File: config.mk
export PLATFORM = sky130hd
export DESIGN_NAME = shift_link_tx
export DESIGN_NICKNAME = d
export VERILOG_FILES = /design/src/rtl/shift_link_tx.sv
export SDC_FILE = /design/constraint.sdc
export NUM_CORES = 1
export LEC_CHECK = 0
export ABC_CLOCK_PERIOD_IN_PS = 4550
export BUFFER_PORTS_ARGS = -buffer_cell sky130_fd_sc_hd__buf_2
export CORE_MARGIN = 8
export CORE_UTILIZATION = 61
export DETAILED_ROUTE_END_ITERATION = 16
export MAX_ROUTING_LAYER = met4
export PLACE_DENSITY = 0.91
export REMOVE_ABC_BUFFERS = 1
export SLEW_MARGIN = 0
export SYNTH_ARGS = -nofsm -noshare
export SYNTH_HDL_FRONTEND = slang
export SYNTH_SLANG_ARGS = --single-unit
File: constraint.sdc
create_clock -name C -period 4.55 [get_ports C]
set_input_delay 0.91 -clock C [delete_from_list [all_inputs] [get_ports C]]
set_output_delay 0.91 -clock C [all_outputs]
set_load 0.02 [all_outputs]
File: src/rtl/shift_link_tx.sv
// shift_link_tx
//   Serial transmitter for clocked shift-register links. A parallel word is
//   accepted on a LOAD request. It is then sent bit by bit on SDO together with
//   a generated shift clock SCLK. The receiver samples on SCLK falling edges.
//   After the last bit, FS is raised for one SCLK period so that the receiving
//   register can latch its contents. DONE then pulses for one cycle.
//
// Ports:
//   C     in   system clock, all state changes on the rising edge
//   R     in   asynchronous active-low reset
//   D     in   parallel word, sampled only in the accept cycle
//   LOAD  in   send request, level-sampled while idle
//   BUSY  out  frame in progress, including the FS phase
//   DONE  out  one-cycle pulse at frame completion
//   SCLK  out  shift clock, idles high
//   SDO   out  serial data, changes only while SCLK is high
//   FS    out  frame strobe, high for one SCLK period after the last bit
module shift_link_tx #(
    parameter int DATA_W    = 8,
    parameter int DIV       = 2,
    parameter bit MSB_FIRST = 1'b1
) (
    input  logic              C,
    input  logic              R,
    input  logic [DATA_W-1:0] D,
    input  logic              LOAD,
    output logic              BUSY,
    output logic              DONE,
    output logic              SCLK,
    output logic              SDO,
    output logic              FS
);

    localparam int PH_W = $clog2(2 * DIV);
    localparam int BC_W = $clog2(DATA_W + 1);

    // The phase counts cycles within one bit period.
    // SCLK drops after the PH_FALL cycle and the bit ends after the PH_LAST cycle.
    localparam logic [PH_W-1:0] PH_FALL = PH_W'(DIV - 1);
    localparam logic [PH_W-1:0] PH_LAST = PH_W'(2 * DIV - 1);
    localparam logic [BC_W-1:0] BC_INIT = BC_W'(DATA_W);
    localparam logic [BC_W-1:0] BC_ONE  = BC_W'(1);

    typedef enum logic [1:0] {IDLE, SHIFT, LATCH} state_t;

    state_t            state_reg, state_next;
    logic [DATA_W-1:0] shreg_reg, shreg_next;
    logic [DATA_W-1:0] shifted;
    logic [PH_W-1:0]   phase_reg, phase_next;
    logic [BC_W-1:0]   bits_reg, bits_next;
    logic              busy_reg, busy_next;
    logic              done_reg, done_next;
    logic              sclk_reg, sclk_next;
    logic              sdo_reg, sdo_next;
    logic              fs_reg, fs_next;

    // The bit to transmit next is always at the leading end of the register.
    function automatic logic head_bit(input logic [DATA_W-1:0] w);
        return MSB_FIRST ? w[DATA_W-1] : w[0];
    endfunction

    assign shifted = MSB_FIRST ? (shreg_reg << 1) : (shreg_reg >> 1);

    always_ff @(posedge C or negedge R) begin
        if (!R) begin
            state_reg <= IDLE;
            shreg_reg <= '0;
            phase_reg <= '0;
            bits_reg  <= '0;
            busy_reg  <= 1'b0;
            done_reg  <= 1'b0;
            sclk_reg  <= 1'b1;
            sdo_reg   <= 1'b0;
            fs_reg    <= 1'b0;
        end else begin
            state_reg <= state_next;
            shreg_reg <= shreg_next;
            phase_reg <= phase_next;
            bits_reg  <= bits_next;
            busy_reg  <= busy_next;
            done_reg  <= done_next;
            sclk_reg  <= sclk_next;
            sdo_reg   <= sdo_next;
            fs_reg    <= fs_next;
        end
    end

    always_comb begin
        state_next = state_reg;
        shreg_next = shreg_reg;
        phase_next = phase_reg;
        bits_next  = bits_reg;
        busy_next  = busy_reg;
        done_next  = 1'b0;
        sclk_next  = sclk_reg;
        sdo_next   = sdo_reg;
        fs_next    = fs_reg;

        case (state_reg)
            IDLE: begin
                sclk_next = 1'b1;
                sdo_next  = 1'b0;
                fs_next   = 1'b0;
                busy_next = 1'b0;
                if (LOAD) begin
                    shreg_next = D;
                    bits_next  = BC_INIT;
                    phase_next = '0;
                    busy_next  = 1'b1;
                    sdo_next   = head_bit(D);
                    state_next = SHIFT;
                end
            end

            SHIFT: begin
                phase_next = phase_reg + 1'b1;
                if (phase_reg == PH_FALL) begin
                    sclk_next = 1'b0;
                end
                if (phase_reg == PH_LAST) begin
                    // At a bit boundary, SCLK rises and SDO advances on the same edge.
                    // For the final bit, SDO holds its value through LATCH.
                    phase_next = '0;
                    sclk_next  = 1'b1;
                    bits_next  = bits_reg - 1'b1;
                    if (bits_reg == BC_ONE) begin
                        state_next = LATCH;
                        fs_next    = 1'b1;
                    end else begin
                        shreg_next = shifted;
                        sdo_next   = head_bit(shifted);
                    end
                end
            end

            LATCH: begin
                phase_next = phase_reg + 1'b1;
                if (phase_reg == PH_LAST) begin
                    phase_next = '0;
                    state_next = IDLE;
                    fs_next    = 1'b0;
                    busy_next  = 1'b0;
                    sdo_next   = 1'b0;
                    done_next  = 1'b1;
                end
            end

            default: begin
                state_next = IDLE;
                busy_next  = 1'b0;
                sclk_next  = 1'b1;
                sdo_next   = 1'b0;
                fs_next    = 1'b0;
            end
        endcase
    end

    assign BUSY = busy_reg;
    assign DONE = done_reg;
    assign SCLK = sclk_reg;
    assign SDO  = sdo_reg;
    assign FS   = fs_reg;

endmodule

======== After elaboration in Yosys (flattened, before gate mapping) ========
Index checks and enable logic that the tools add are counted.
storage, ports and cells
  register bits ........................... 20
  word-level logic and storage cells ...... 66
  output and inout port bits .............. 5
  input bits .............................. 11
cells by class
  reduce and logical (&&, ||, !) cells .... 12
  multiplexer cells ....................... 30
  equality and inequality tests ........... 11
  add/sub/neg operators ................... 2
  bitwise gates (word level) .............. 2
operator list
  cell                                              count
  two-way mux 7 bit                                 3
  case mux 7 bit (2 select lines)                   1
  two-way mux 2 bit                                 6
  two-way mux 1 bit                                 11
  != test 2 bit, second input constant              5
  AND reduction 3 bit                               3
  two-way mux 4 bit                                 2
  case mux 4 bit (2 select lines)                   1
  AND reduction 4 bit                               2
  case mux 1 bit (3 select lines)                   2
  case mux 2 bit (3 select lines)                   1
  AND reduction 2 bit                               3
  == test 2 x 1 -> 1 bit, second input constant     2
  == test 2 bit, second input constant              2
  == test 4 x 1 -> 1 bit, second input constant     1
  case mux 1 bit (2 select lines)                   2
  case mux 2 bit (2 select lines)                   1
  nonzero test 2 bit                                2
  subtractor 4 x 1 -> 4 bit, second input constant  1
  != test 3 bit, second input constant              1
  adder 2 x 1 -> 2 bit, second input constant       1
  zero test 2 bit                                   1
  NOT 1 bit                                         2
  OR reduction 2 bit                                1

======== Depth between registers and ports, before layout ========
Gate-level depths: netlist (run 1).
  word-level depth ........................ 4
  gate-level depth with buffers ........... 7
  gate-level depth less buffers ........... 5

======== Least setup slack after synthesis (run 1) ========
No wires, ideal clock.
  path type ............................... input to register
  from .................................... input LOAD
  to ...................................... register shreg_reg[4]
  setup time .............................. 0.121 ns
  cell stages on the path ................. 4
  buffers on the path ..................... 1
  data required time ...................... 4.429 ns
  data arrival time ....................... 1.657 ns
  slack ................................... 2.772 ns
  cell sequence ........................... nor2b_4 > buf_6 > a2111o_1 > a22o_1
on the way
  cells in the longest elaborated chain, start to end .. 2
RTL lines
  element                        RTL line  source
  start: declaration             26        input logic LOAD,
  != test 2 bit (no line)        n/a
  AND reduction 4 bit (no line)  n/a
  end signal: assignment         77        shreg_reg <= shreg_next;
  end: declaration               47        logic [DATA_W-1:0] shreg_reg, shreg_next;
No other way between the ends.
A chain may end at the register's enable or synchronous reset.

======== Worst setup path after layout (run 1) ========
  from .................................... register bits_reg[1]
  to ...................................... register sdo_reg (netlist: SDO)
on the way
  cells in the longest elaborated chain, start to end .. 3
RTL lines
  element                        RTL line  source
  start: declaration             50        logic [BC_W-1:0] bits_reg, bits_next;
  start signal: assignment       79        bits_reg <= bits_next;
  == test 4 x 1 -> 1 bit         126       if (bits_reg == BC_ONE) begin
  != test 2 bit (no line)        n/a
  AND reduction 3 bit (no line)  n/a
  end signal: assignment         83        sdo_reg <= sdo_next;
  end: declaration               54        logic sdo_reg, sdo_next;
No other way between the ends.

==> impl_metrics.json, run 1 <==
{
  "p_sw_share_pct": 43.2,
  "cap_violations": 0,
  "numCtsBuffers": 3,
  "vias": 1069,
  "start_kind": "register",
  "cts_setup_buffers": 0,
  "intPower_mw": 0.491,
  "die_x_um": 61.9,
  "first_iter_violations": 60,
  "finalHoldViolCount": 0,
  "tightest_slew_ns": 1.31,
  "cts_hold_buf": 0,
  "fin_total_pwr_mw": 0.865,
  "ys_top_cells_by_area": "dfrtp_1 37%, ha_1 6.8%, a21oi_1 4.3%",
  "fin_crit_sh_pct": 52.6,
  "hpwl_um": 1940,
  "clkTransAtPathRegs_ns": 0.11,
  "synth_top_area_share_pct": 37.1,
  "power_density_nw_per_um2": 631,
  "rsz0062_at_grt": "false",
  "synthMuxAreaShare_pct": 3.22,
  "grtUsageMet1_pct": 20.7,
  "pwr-share-comb_pct": 50.4,
  "netlist_area_um2": 1280,
  "coreArea_um2": 1980,
  "worstReg2RegStart": "bits_reg[1]$_DFFE_PN0P_",
  "ios": 16,
  "layout-drive-gt1-share_pct": 22.4,
  "grt_pass1_wl_um": 4770,
  "clock-sinks": 20,
  "netlist.top_cell.by_area": "dfrtp_1",
  "reg2reg_to": "SDO$_DFFE_PN0P_",
  "worstSetupEndpointType": "register",
  "track_usage_pct": 17.2,
  "critPathRequiredTime_ns": 4.76,
  "grt.overflow.total": 0,
  "clkPwrFrac_pct": 12.4,
  "post_drt_wl_per_cell_um": 16.6,
  "synth_edf_count": 0,
  "crit_path_max_incr_delay_ns": 1.06,
  "io_buffers": 15,
  "syn_to_final_growth_pct": 6.93,
  "initial_core_util_pct": 64.7,
  "synth-seq-area-share_pct": 39.1,
  "status": "finished clean",
  "largest_register_ffs": 7,
  "met3_usage_pct": 2.67,
  "synthCells": 134,
  "drc": 0,
  "clock_skew_ns": 0.00232,
  "path_cells": "inv_1 > ha_1 > nor3b_1 > o22ai_1 > mux2_2",
  "arrival_ns": 2.61,
  "busiest_layer": "met2",
  "vdd_drop_max_mv": 0.400,
  "period_needed_ns": 2.40,
  "grt_pass1_vias": 1032,
  "max_freq_mhz": 417,
  "pwr-share-seq_pct": 37.2,
  "fin_setup_tns_ns": 0,
  "cts-resized-gates": 0,
  "row_count": 16,
  "worst-path-buf-inv": 1,
  "fin_nets": 162,
  "ys_seq_elements": 20,
  "ant_nets": 0,
  "cts_root_buf": "clkbuf_4",
  "gp_congestion": 0.840,
  "path_max_fanout": 12,
  "synth_top_family_by_area": "simple AND/OR/NAND/NOR gates",
  "antenna_found_initial": 0,
  "diodes": 0,
  "critPathSlowestCell": "nor3b_1",
  "critical_path.top_delay_family": "simple AND/OR/NAND/NOR gates",
  "htree_levels": 1,
  "gr-usage-met2_pct": 27.6,
  "wl_um": 2830,
  "yosys_warnings": 0,
  "synthMostInstantiatedCell": "dfrtp_1",
  "slew_headroom_pct": 12.7,
  "hold_path_class": "primary input to asynchronous set/reset pin",
  "finalSetupViolCount": 0,
  "fp.dieH_um": 61.9,
  "drv_slew": 0,
  "clockBufferDepth": 2,
  "tritoncts": "yes",
  "synthAdderAreaFrac_pct": 6.83,
  "r2r_slack_ns": 2.15,
  "fp.dieArea_um2": 3830,
  "synth-compound-area-share_pct": 21.7,
  "ys.flop_type": "dfrtp_1",
  "power.switching_mw": 0.373,
  "syn_area_per_cell_um2": 9.57,
  "firstDrtPassIters": 4,
  "grt_max_degree": 24,
  "insertion_delay_ns": 0.31,
  "synth_xor_area_share_pct": 0,
  "critPathKind": "register to register",
  "vias_per_cell": 6.29,
  "synthSimpleGateAreaFrac_pct": 22.1,
  "rr_worst_depth": 5,
  "async_flop_share_pct": 100,
  "synth_cell_types": 38,
  "cellLeakagePower_nw": 0.594,
  "ys_top_cells_by_count": "19 x dfrtp_1, 11 x a21oi_1, 9 x inv_1"
}
## cell type report
cell class,count,area (µm²)
multi-input cells,95,691
flip-flops and latches,20,502
repair buffers,15,75.1
well taps,27,33.8
inverters,9,33.8
clock buffers,4,36.3
fillers,152,611
## worst reg2reg max path: cells and delay by family, from the launching register on
kind	cells	cell delay, ns
and+or+nand+nor	1	1.06
DFF	1	0.39
muxes	1	0.32
adders and majority gates	1	0.24
AOI/OAI and AO/OA	1	0.19
buffers and inverters	1	0.09
## stage by stage
step	hold WS (ns)	util [%]	instance area, µm²	std cells	setup WS (ns)
2_1_floorplan	0.466	-	1230	124	2.61
3_3_place_gp	0.487	67.4	1340	166	2.22
3_5_place_dp	0.501	67.4	1340	166	2.17
4_1_cts	0.533	69.2	1370	170	2.21
5_1_grt	0.546	69.2	1370	170	1.89
6_report	0.522	69.2	1370	170	2.15
## worst max path at each step
stage | end | start | depth (start not counted)
floorplan | SDO$_DFFE_PN0P_ | bits_reg[1]$_DFFE_PN0P_ | 5
global placement | SDO$_DFFE_PN0P_ | bits_reg[1]$_DFFE_PN0P_ | 5
detailed placement | SDO$_DFFE_PN0P_ | bits_reg[1]$_DFFE_PN0P_ | 5
CTS | state_reg[0]$_DFFE_PN0P_ | bits_reg[1]$_DFFE_PN0P_ | 5
global route | state_reg[0]$_DFFE_PN0P_ | bits_reg[1]$_DFFE_PN0P_ | 5
finish | SDO$_DFFE_PN0P_ | bits_reg[1]$_DFFE_PN0P_ | 5
## power groups by stage
| stage | clock network [mW] | logic [mW] | registers (mW) |
|---|---|---|---|
| after global routing | 0.116 | 0.488 | 0.330 |
| final | 0.107 | 0.436 | 0.322 |
| after detailed placement | 0 | 0.430 | 0.322 |
| after CTS | 0.109 | 0.434 | 0.318 |
| after floorplan | 0 | 0.325 | 0.318 |
| after global placement | 0 | 0.416 | 0.316 |
## layout by cell type, fill, tap and decap left out, drive strengths merged, types with 2 or more instances in the layout
master  count
mux2i       3
a21oi      11
ha          7
o41ai       5
buf        15
nand2b      4
clkbuf      4
a22o        3
or2         5
nand2       7
nor2        3
dfrtp      19
a211oi      6
and2        2
nor2b       3
o21ai       7
nand3b      6
inv         9
o31ai       2
or4b        5
a31oi       2
## logic make-up after synthesis
| logic type | count (synthesis) |
|---|---|
| AOI/OAI and AO/OA | 41 |
| adders and majority gates | 7 |
| buffers and inverters | 19 |
| DFF | 20 |
| muxes | 4 |
| and+or+nand+nor | 43 |
## per-layer routing
layer | vias to the layer above | wire [µm]
met1 | 508 | 1270
met2 | 37 | 1370
met4 | 0 | 52
met5 | - | 0
met3 | 5 | 143
li1 | 519 | -
Power figures use the tool's default switching activity.
==> inputs of run 2 (changes only) <==
--- a/config.mk
+++ b/config.mk
@@ -5,13 +5,14 @@
 export SDC_FILE = /design/constraint.sdc
 export NUM_CORES = 1
 export LEC_CHECK = 0
-export ABC_CLOCK_PERIOD_IN_PS = 4550
+export ABC_AREA = 1
+export ABC_CLOCK_PERIOD_IN_PS = 2300
 export BUFFER_PORTS_ARGS = -buffer_cell sky130_fd_sc_hd__buf_2
 export CORE_MARGIN = 8
-export CORE_UTILIZATION = 61
+export CORE_UTILIZATION = 55
 export DETAILED_ROUTE_END_ITERATION = 16
 export MAX_ROUTING_LAYER = met4
-export PLACE_DENSITY = 0.91
+export PLACE_DENSITY = 0.85
 export REMOVE_ABC_BUFFERS = 1
 export SLEW_MARGIN = 0
 export SYNTH_ARGS = -nofsm -noshare
==> constraint.sdc (replaced) <==
create_clock -name C -period 2.3 [get_ports C]
set_input_delay 0.46 -clock C [delete_from_list [all_inputs] [get_ports C]]
set_output_delay 0.46 -clock C [all_outputs]
set_load 0.02 [all_outputs]
==> impl_metrics.json, run 2 <==
{
  "cts_setup_buffers": 0,
  "ys_seq_elements": 20,
  "diodes": 0,
  "ant_nets": 0,
  "syn_to_final_growth_pct": 11.9,
  "hold_path_class": "primary input to asynchronous set/reset pin",
  "drv_slew": 0,
  "finalSetupViolCount": 0,
  "crit_path_max_incr_delay_ns": 0.38,
  "path_max_fanout": 13,
  "max_freq_mhz": 613,
  "fin_crit_sh_pct": 70.9,
  "initial_core_util_pct": 57.4,
  "synthMostInstantiatedCell": "nand2_1",
  "hpwl_um": 1660,
  "critPathRequiredTime_ns": 2.51,
  "clock-sinks": 20,
  "post_drt_wl_per_cell_um": 11.8,
  "grt_pass1_vias": 930,
  "clock_skew_ns": 0.00710,
  "worstSetupEndpointType": "register",
  "netlist_area_um2": 1100,
  "final_core_util_pct": 64.2,
  "firstDrtPassIters": 4,
  "synth_edf_count": 0,
  "antenna_found_initial": 0,
  "grt_max_degree": 21,
  "intPower_mw": 0.872,
  "crit_top_cell": "nand2_1",
  "synth-seq-area-share_pct": 45.5,
  "status": "finished clean",
  "grt.overflow.total": 0,
  "drc": 0,
  "cts_hold_buf": 0,
  "pwr-share-seq_pct": 35.2,
  "cts-resized-gates": 0,
  "fin_setup_tns_ns": 0,
  "coreArea_um2": 1920,
  "p_sw_share_pct": 46.1,
  "row_count": 16,
  "track_usage_pct": 14.1,
  "grt_pass1_wl_um": 3840,
  "netlist.top_cell.by_area": "dfrtp_1",
  "critPathKind": "register to register",
  "fillers": 164,
  "vias": 941,
  "cts_root_buf": "clkbuf_4",
  "layout-drive-gt1-share_pct": 20.1,
  "start_kind": "register",
  "gp_congestion": 0.849,
  "fp.dieH_um": 60.8,
  "period_needed_ns": 1.63,
  "vias_per_cell": 5.06,
  "tightest_slew_ns": 0.432,
  "die_x_um": 60.8,
  "cap_violations": 0,
  "slew_headroom_pct": 71.2,
  "finalHoldViolCount": 0,
  "largest_register_ffs": 7,
  "r2r_slack_ns": 0.67,
  "pwr-share-comb_pct": 51.9,
  "clockBufferDepth": 2,
  "critPathSlowestCell": "dfrtp_1",
  "path_cells": "inv_1 > ha_1 > inv_2 > nor2_2 > nor2_4 > nand2_2 > nand2_1 > nand2_1",
  "fin_nets": 178,
  "ys_top_cells_by_area": "dfrtp_1 43%, nand2_1 20%, nand3_1 8.2%",
  "vdd_drop_max_mv": 0.720,
  "clkPwrFrac_pct": 12.9,
  "clkTransAtPathRegs_ns": 0.12,
  "ys_top_cells_by_count": "59 x nand2_1, 19 x dfrtp_1, 18 x nand3_1",
  "synth_top_area_share_pct": 43.1,
  "layout_common_cells": "59 x nand2_1, 19 x dfrtp_1, 18 x nand3_1",
  "synth_cell_types": 19,
  "cellLeakagePower_nw": 0.699,
  "ios": 16,
  "final_common_cell": "nand2_1",
  "async_flop_share_pct": 100,
  "seq_area_um2": 502,
  "multiInputGateArea_um2": 527,
  "power_density_nw_per_um2": 1310,
  "wl_um": 2200,
  "tritoncts": "yes",
  "io_buffers": 15,
  "fp.dieArea_um2": 3690,
  "htree_levels": 1,
  "numCtsBuffers": 3,
  "synthCells": 142,
  "power.switching_mw": 0.746,
  "arrival_ns": 1.84,
  "yosys_warnings": 0,
  "ys.flop_type": "dfrtp_1",
  "rsz0062_at_grt": "false",
  "first_iter_violations": 41,
  "insertion_delay_ns": 0.31,
  "syn_area_per_cell_um2": 7.76
}
## run 2: through the flow
stage / power, mW / std cells / setup WS [ns] / cell area [µm²] / hold WS [ns]
6_report: 1.62 / 186 / 0.669 / 1230 / 0.0689
5_1_grt: 1.76 / 186 / 0.529 / 1230 / 0.105
4_1_cts: 1.62 / 186 / 0.666 / 1230 / 0.0867
3_5_place_dp: 1.41 / 182 / 0.677 / 1200 / 0.425
3_3_place_gp: 1.37 / 182 / 0.748 / 1200 / 0.430
2_1_floorplan: 1.21 / 139 / 0.639 / 1080 / 0.164
## run 2: final cells by class
class                           count  area share, %
Clock buffer                        4           2.94
Multi-Input combinational cell    105           42.7
Tap cell                           27           2.74
Sequential cell                    20           40.7
Inverter                           14           4.26
Timing Repair Buffer               16           6.69
## run 2: kinds of logic (layout without fill, tap and decap cells)
group	Yosys count	after routing	share of synthesized area, %
and+or+nand+nor	90	90	35.8
adders and majority gates	7	7	7.95
xor gates and xnor gates	1	1	0.795
buffers and inverters	17	34	6.70
AOI/OAI and AO/OA	7	7	3.29
DFF	20	20	45.5
## run 2: worst paths after layout
| path | depth (start not counted) | startpoint | end |
|---|---|---|---|
| max | 8 | state_reg[1]$_DFFE_PN0P_ | shreg_reg[5]$_DFFE_PN0P_ |
| min | 1 | R | shreg_reg[0]$_DFFE_PN0P_ |
| max reg2reg | 8 | state_reg[1]$_DFFE_PN0P_ | shreg_reg[5]$_DFFE_PN0P_ |
| min reg2reg | 2 | shreg_reg[2]$_DFFE_PN0P_ | shreg_reg[2]$_DFFE_PN0P_ |
| max in group asynchronous | 1 | R | SCLK$_DFFE_PN1P_ |
| min in group C | 3 | D[0] | shreg_reg[0]$_DFFE_PN0P_ |
## run 2: worst max-delay path, delay by kind of cell, from the launching register on
| kind | cells | cell delay (ns) |
|---|---|---|
| buffers and inverters | 2 | 0.26 |
| adder cells (fa/ha/maj) | 1 | 0.21 |
| AND/OR/NAND/NOR | 5 | 0.68 |
| flip-flops | 1 | 0.38 |
## run 2: power groups by stage
stage	sequential (mW)	clock, mW	combinational (mW)
2_1_floorplan	0.588	0	0.620
3_3_place_gp	0.573	0	0.802
3_5_place_dp	0.579	0	0.831
4_1_cts	0.571	0.208	0.839
5_1_grt	0.587	0.228	0.949
6_report	0.570	0.209	0.839
## run 2: routing by layer
| layer | global-route usage (%) | up-vias | wire (µm) |
|---|---|---|---|
| met5 | - | - | 0 |
| met4 | 8.31 | 0 | 46 |
| met3 | 2.97 | 5 | 115 |
| met2 | 21.4 | 24 | 1070 |
| met1 | 16.7 | 432 | 976 |
| li1 | - | 480 | - |
